[src/rtl/instruction_encoder.sv]
// instruction_encoder: sequential program loader.
// Takes symbolic instructions over a valid/ready stream, packs each one into
// an RV32I word and writes the words to consecutive instruction-memory
// addresses starting at 0. A HALT entry writes an all-zero word and ends the
// load. If memory fills before a HALT arrives, the load ends and overflow is
// set.
//
// Ports:
//   clk, rst          clock; asynchronous active-high reset
//   start             one-cycle pulse, starts a load (only from IDLE/DONE)
//   in_valid/in_ready instruction entry handshake
//   in_op             0=ADD 1=SUB 2=SW 3=LW 4=ADDI 5=LUI 6=JAL 7=HALT
//   in_rd/rs1/rs2     register fields
//   in_imm            immediate (12 or 20 bits used, depending on op)
//   mem_we/mem_wready memory write handshake; request held until accepted
//   mem_addr          word address of the current write
//   mem_wdata         encoded instruction word
//   busy              high while loading or writing
//   done              high once the load has completed
//   overflow          load ended by filling memory; sticky until start/rst
//   count             words written in the current load, HALT included
module instruction_encoder #(
  parameter int unsigned ADDR_W = 8
) (
  input  logic              clk,
  input  logic              rst,
  input  logic              start,
  input  logic              in_valid,
  output logic              in_ready,
  input  logic [2:0]        in_op,
  input  logic [4:0]        in_rd,
  input  logic [4:0]        in_rs1,
  input  logic [4:0]        in_rs2,
  input  logic [19:0]       in_imm,
  output logic              mem_we,
  input  logic              mem_wready,
  output logic [ADDR_W-1:0] mem_addr,
  output logic [31:0]       mem_wdata,
  output logic              busy,
  output logic              done,
  output logic              overflow,
  output logic [ADDR_W:0]   count
);

  localparam int unsigned CNT_W = ADDR_W + 1;
  localparam logic [ADDR_W-1:0] ADDR_LAST = '1;

  localparam logic [1:0] S_IDLE  = 2'd0;
  localparam logic [1:0] S_LOAD  = 2'd1;
  localparam logic [1:0] S_WRITE = 2'd2;
  localparam logic [1:0] S_DONE  = 2'd3;

  localparam logic [2:0] OP_ADD  = 3'd0;
  localparam logic [2:0] OP_SUB  = 3'd1;
  localparam logic [2:0] OP_SW   = 3'd2;
  localparam logic [2:0] OP_LW   = 3'd3;
  localparam logic [2:0] OP_ADDI = 3'd4;
  localparam logic [2:0] OP_LUI  = 3'd5;
  localparam logic [2:0] OP_JAL  = 3'd6;
  localparam logic [2:0] OP_HALT = 3'd7;

  localparam logic [6:0] OPC_OP     = 7'b0110011;
  localparam logic [6:0] OPC_LOAD   = 7'b0000011;
  localparam logic [6:0] OPC_STORE  = 7'b0100011;
  localparam logic [6:0] OPC_OP_IMM = 7'b0010011;
  localparam logic [6:0] OPC_LUI    = 7'b0110111;
  localparam logic [6:0] OPC_JAL    = 7'b1101111;

  logic [1:0]        state_q,     state_d;
  logic              in_ready_q,  in_ready_d;
  logic              mem_we_q,    mem_we_d;
  logic [ADDR_W-1:0] mem_addr_q,  mem_addr_d;
  logic [31:0]       mem_wdata_q, mem_wdata_d;
  logic              busy_q,      busy_d;
  logic              done_q,      done_d;
  logic              overflow_q,  overflow_d;
  logic [CNT_W-1:0]  count_q,     count_d;

  logic [31:0]       enc_c;
  logic              halt_word_c;

  // RV32I packing of the entry currently on the input bus
  always_comb begin
    enc_c = 32'h0000_0000;
    case (in_op)
      OP_ADD:  enc_c = {7'b0000000, in_rs2, in_rs1, 3'b000, in_rd, OPC_OP};
      OP_SUB:  enc_c = {7'b0100000, in_rs2, in_rs1, 3'b000, in_rd, OPC_OP};
      OP_SW:   enc_c = {in_imm[11:5], in_rs2, in_rs1, 3'b010, in_imm[4:0], OPC_STORE};
      OP_LW:   enc_c = {in_imm[11:0], in_rs1, 3'b010, in_rd, OPC_LOAD};
      OP_ADDI: enc_c = {in_imm[11:0], in_rs1, 3'b000, in_rd, OPC_OP_IMM};
      OP_LUI:  enc_c = {in_imm[19:0], in_rd, OPC_LUI};
      OP_JAL:  enc_c = {in_imm[19], in_imm[9:0], in_imm[10], in_imm[18:11], in_rd, OPC_JAL};
      OP_HALT: enc_c = 32'h0000_0000;
      default: enc_c = 32'h0000_0000;
    endcase
  end

  // Every real instruction carries a nonzero opcode, so a zero word is HALT
  assign halt_word_c = (mem_wdata_q == 32'h0000_0000);

  // Next-state and registered-output logic
  always_comb begin
    state_d     = state_q;
    in_ready_d  = in_ready_q;
    mem_we_d    = mem_we_q;
    mem_addr_d  = mem_addr_q;
    mem_wdata_d = mem_wdata_q;
    busy_d      = busy_q;
    done_d      = done_q;
    overflow_d  = overflow_q;
    count_d     = count_q;

    case (state_q)
      S_IDLE, S_DONE: begin
        // start wins over a same-cycle in_valid: nothing is accepted here
        if (start) begin
          state_d    = S_LOAD;
          in_ready_d = 1'b1;
          busy_d     = 1'b1;
          done_d     = 1'b0;
          overflow_d = 1'b0;
          mem_addr_d = '0;
          count_d    = '0;
        end
      end
      S_LOAD: begin
        if (in_valid) begin
          state_d     = S_WRITE;
          in_ready_d  = 1'b0;
          mem_we_d    = 1'b1;
          mem_wdata_d = enc_c;
        end
      end
      S_WRITE: begin
        if (mem_wready) begin
          mem_we_d = 1'b0;
          count_d  = count_q + CNT_W'(1);
          if (halt_word_c) begin
            state_d = S_DONE;
            busy_d  = 1'b0;
            done_d  = 1'b1;
          end else if (mem_addr_q == ADDR_LAST) begin
            state_d    = S_DONE;
            busy_d     = 1'b0;
            done_d     = 1'b1;
            overflow_d = 1'b1;
          end else begin
            state_d    = S_LOAD;
            in_ready_d = 1'b1;
            mem_addr_d = mem_addr_q + ADDR_W'(1);
          end
        end
      end
      default: begin
        state_d    = S_IDLE;
        in_ready_d = 1'b0;
        mem_we_d   = 1'b0;
        busy_d     = 1'b0;
        done_d     = 1'b0;
      end
    endcase
  end

  // State and output registers
  always_ff @(posedge clk or posedge rst) begin
    if (rst) begin
      state_q     <= S_IDLE;
      in_ready_q  <= 1'b0;
      mem_we_q    <= 1'b0;
      mem_addr_q  <= '0;
      mem_wdata_q <= 32'h0000_0000;
      busy_q      <= 1'b0;
      done_q      <= 1'b0;
      overflow_q  <= 1'b0;
      count_q     <= '0;
    end else begin
      state_q     <= state_d;
      in_ready_q  <= in_ready_d;
      mem_we_q    <= mem_we_d;
      mem_addr_q  <= mem_addr_d;
      mem_wdata_q <= mem_wdata_d;
      busy_q      <= busy_d;
      done_q      <= done_d;
      overflow_q  <= overflow_d;
      count_q     <= count_d;
    end
  end

  assign in_ready  = in_ready_q;
  assign mem_we    = mem_we_q;
  assign mem_addr  = mem_addr_q;
  assign mem_wdata = mem_wdata_q;
  assign busy      = busy_q;
  assign done      = done_q;
  assign overflow  = overflow_q;
  assign count     = count_q;

endmodule

[config.mk]
export PLATFORM = sky130hd
export DESIGN_NAME = instruction_encoder
export DESIGN_NICKNAME = d
export VERILOG_FILES = /design/src/rtl/instruction_encoder.sv
export SDC_FILE = /design/constraint.sdc
export NUM_CORES = 1
export LEC_CHECK = 0
export BUFFER_PORTS_ARGS = -buffer_cell sky130_fd_sc_hd__buf_2
export CAP_MARGIN = 20
export CORE_UTILIZATION = 54
export DETAILED_ROUTE_END_ITERATION = 10
export GPL_ROUTABILITY_DRIVEN = 0
export PLACE_DENSITY_LB_ADDON = 0.12
export SETUP_SLACK_MARGIN = 0.3
export SYNTH_ARGS = -nofsm -noshare
export SYNTH_HDL_FRONTEND = slang
export SYNTH_SLANG_ARGS = --single-unit
[constraint.sdc]
create_clock -name clk -period 5.1 [get_ports clk]
set_input_delay 0.51 -clock clk [delete_from_list [all_inputs] [get_ports clk]]
set_output_delay 0.51 -clock clk [all_outputs]
set_load 0.01 [all_outputs]
==> out/results.ini <==
[synth]
syn_inst=358
synth-seq-cells=54
synthDominantAreaCellType=dfrtp_1
synthFlopType=dfrtp_1
ys_seq_area_frac=0.431
synth_cell_types=58
yosysWarnings=0
synthTopCellsByArea=dfrtp_1 43%, o21ai_0 6.2%, nor2_1 5.5%
synth_top_area_share=0.431
syn_area_per_cell_sq_um=8.76
syn-num-nets=405
netlist_area_sq_um=3140
ys_async_sr_fraction=1.00
synth_edf_count=0

[worst_setup_path]
required_ns=5.30
cp_max_fo=22
cp-end-kind=flop
critPathLaunchType=flop
cp_slowest_cell=ha_1
cpPeakStageDelay_ns=0.63
path_cells=inv_1 -> ha_1 -> nand2_1 -> or3_1 -> nand2_2 -> nor2_1 -> a211o_1
path_buf_inv=1
cp.arrival_ns=2.72
path_class=reg -> reg
cpLargestDelayFamily=simple AND/OR/NAND/NOR gates

[clocking]
hold_buffers=0
clk_path_buf_depth=2
numCtsBuffers=5
cts.sink_count=54
clock_latency_ns=0.30
htreeDepth=2
postCtsSetupRepairBufs=0
postCtsResizedCells=0
cts.reportedPaths.clkPinSlew_ns=0.09
cts_tree=built
clock-root-buffer=clkbuf_8

[grt]
grt_first_pass_wirelength_microns=13400
antenna_found_initial=0
grt_use_total=0.279
grt_start_max_net_pins=45
grt-ovfl-total=0
grt_pass1_vias=2735

[final_layout]
antenna_cells=0
final_common_cell=buf_2
layout_common_cells=96 x buf_2, 54 x dfrtp_1, 46 x nor2_1
fillers=491
nets=489
final_util=0.675
finalInstanceArea_sq_um=3740
area_growth_pct=19.4
drive_gt1_frac=0.269

[timing]
worst_pin_slew_ns=1.05
period_share=0.493
post-route-min-period_ns=2.52
rsz0062_at_grt=false
maxSlewViolCount=0
fmax_mhz=397
fin_skew_ns=0.00685
slew_headroom=0.301
hold_viol=0
setup_viol=0
tns_ns=0

[power]
p_leak_nw=1.78
powerDensity_nw_per_um2=442
irDropWorstVdd_v=0.000218
power.net_switching_w=0.000670
p_comb_frac=0.420
seqPwrFrac=0.403
clock_power_share=0.178
swShare=0.405
finalPower_w=0.00166
internal_power_w=0.000986

[routing]
dr.pass1.iters=5
route.detailed.drc=0
routed_wl_microns=8140
drt-initial-drc-count=180
via_per_inst=5.96
post_drt_wl_per_cell_microns=15.8
via_count=3061
ant_nets=0

[floorplan]
rows=27
initial_core_util=0.566
pin_count=97
die_x_microns=78.2
die_y_microns=78.2
die_area_sq_um=6120
core-area_sq_um=5540

[hold_path]
min_path_type=in -> async

[placement]
numPortBuffers=96
place_area_sq_um=3630
place_hpwl_microns=6030

[job]
drv_cap=0

[outcome]
status=finished, final reports clean

sequential cells by signal, summed over array words and instances, names as in the netlist:
signal / flops
done: 1
mem_we: 1
busy: 1
state_q: 2
in_ready: 1
mem_wdata: 30
overflow: 1
mem_addr: 8
count: 9
logic make-up (layout without fill, tap and decap cells):
family / Yosys count / after routing / share of synthesized area
AO/OA/AOI/OAI: 112 / 112 / 0.236
XOR/XNOR: 7 / 7 / 0.0196
flip-flops: 54 / 54 / 0.431
buffers and inverters: 30 / 114 / 0.0439
AND/OR/NAND/NOR: 145 / 145 / 0.234
multiplexers: 6 / 6 / 0.0196
adder cells (fa/ha/maj): 4 / 4 / 0.0160
metrics by stage:
step                cells  hold slack, ns  setup slack (ns)
finish                514           0.182              2.58
global route          514           0.213              2.39
CTS                   514           0.190              2.62
detailed placement    507           0.500              2.64
global placement      506           0.485              2.73
floorplan             358           0.474              3.22
per-layer routing:
metal	vias to the layer above	wire length, microns	GRT usage
met5	-	0	0
met4	0	121	0.0759
met3	12	477	0.0488
met2	120	4060	0.456
met1	1440	3480	0.383
li1	1489	-	-
synthesized netlist by cell type (all sizes together) (2+ instances only):
cell type and instances:
o31ai 6, ha 4, nand3 13, nor2 47
a31oi 2, a221o 10, nand3b 3, and2 2
clkbuf 11, xor2 6, a21oi 17, nor2b 7
inv 8, dfrtp 54, nand2 39, o21ai 40
nand4 7, or2 2, a221oi 2, mux2i 5
nor4 7, o21a 3, and3 3, nor3 8
a22oi 21, buf 10, nand2b 3
cell type report:
class | count | area, sq um | area share
multi-input cells | 274 | 1650 | 0.440
flip-flops and latches | 54 | 1350 | 0.361
repair buffers | 98 | 508 | 0.136
well taps | 72 | 90.1 | 0.0241
clock buffers | 6 | 82.6 | 0.0221
inverters | 9 | 33.8 | 0.00903
clock inverters | 1 | 30.0 | 0.00802
power by group through the flow:
stage | sequential (W) | clock [W] | combinational (W)
detailed placement | 0.000674 | 0 | 0.000692
CTS | 0.000666 | 0.000298 | 0.000696
finish | 0.000666 | 0.000294 | 0.000695
global route | 0.000685 | 0.000315 | 0.000773
floorplan | 0.000706 | 0 | 0.000404
global placement | 0.000671 | 0 | 0.000678
path summary, 6_finish.rpt:
kind	startpoint	endpoint	slack (ns)	cells past startpoint
worst max-delay path	state_q[0]	mem_addr[2]	2.58	7
worst min-delay path	rst	count[4]	0.18	2
worst max register to register	state_q[0]	mem_addr[2]	2.58	7
worst min register to register	mem_wdata[18]	mem_wdata[18]	0.52	2
max in group asynchronous	rst	mem_wdata[29]	4.40	3
min in group clk	in_rs2[1]	mem_wdata[21]	0.44	3
Note: power is estimated with default switching activity, not from simulation.
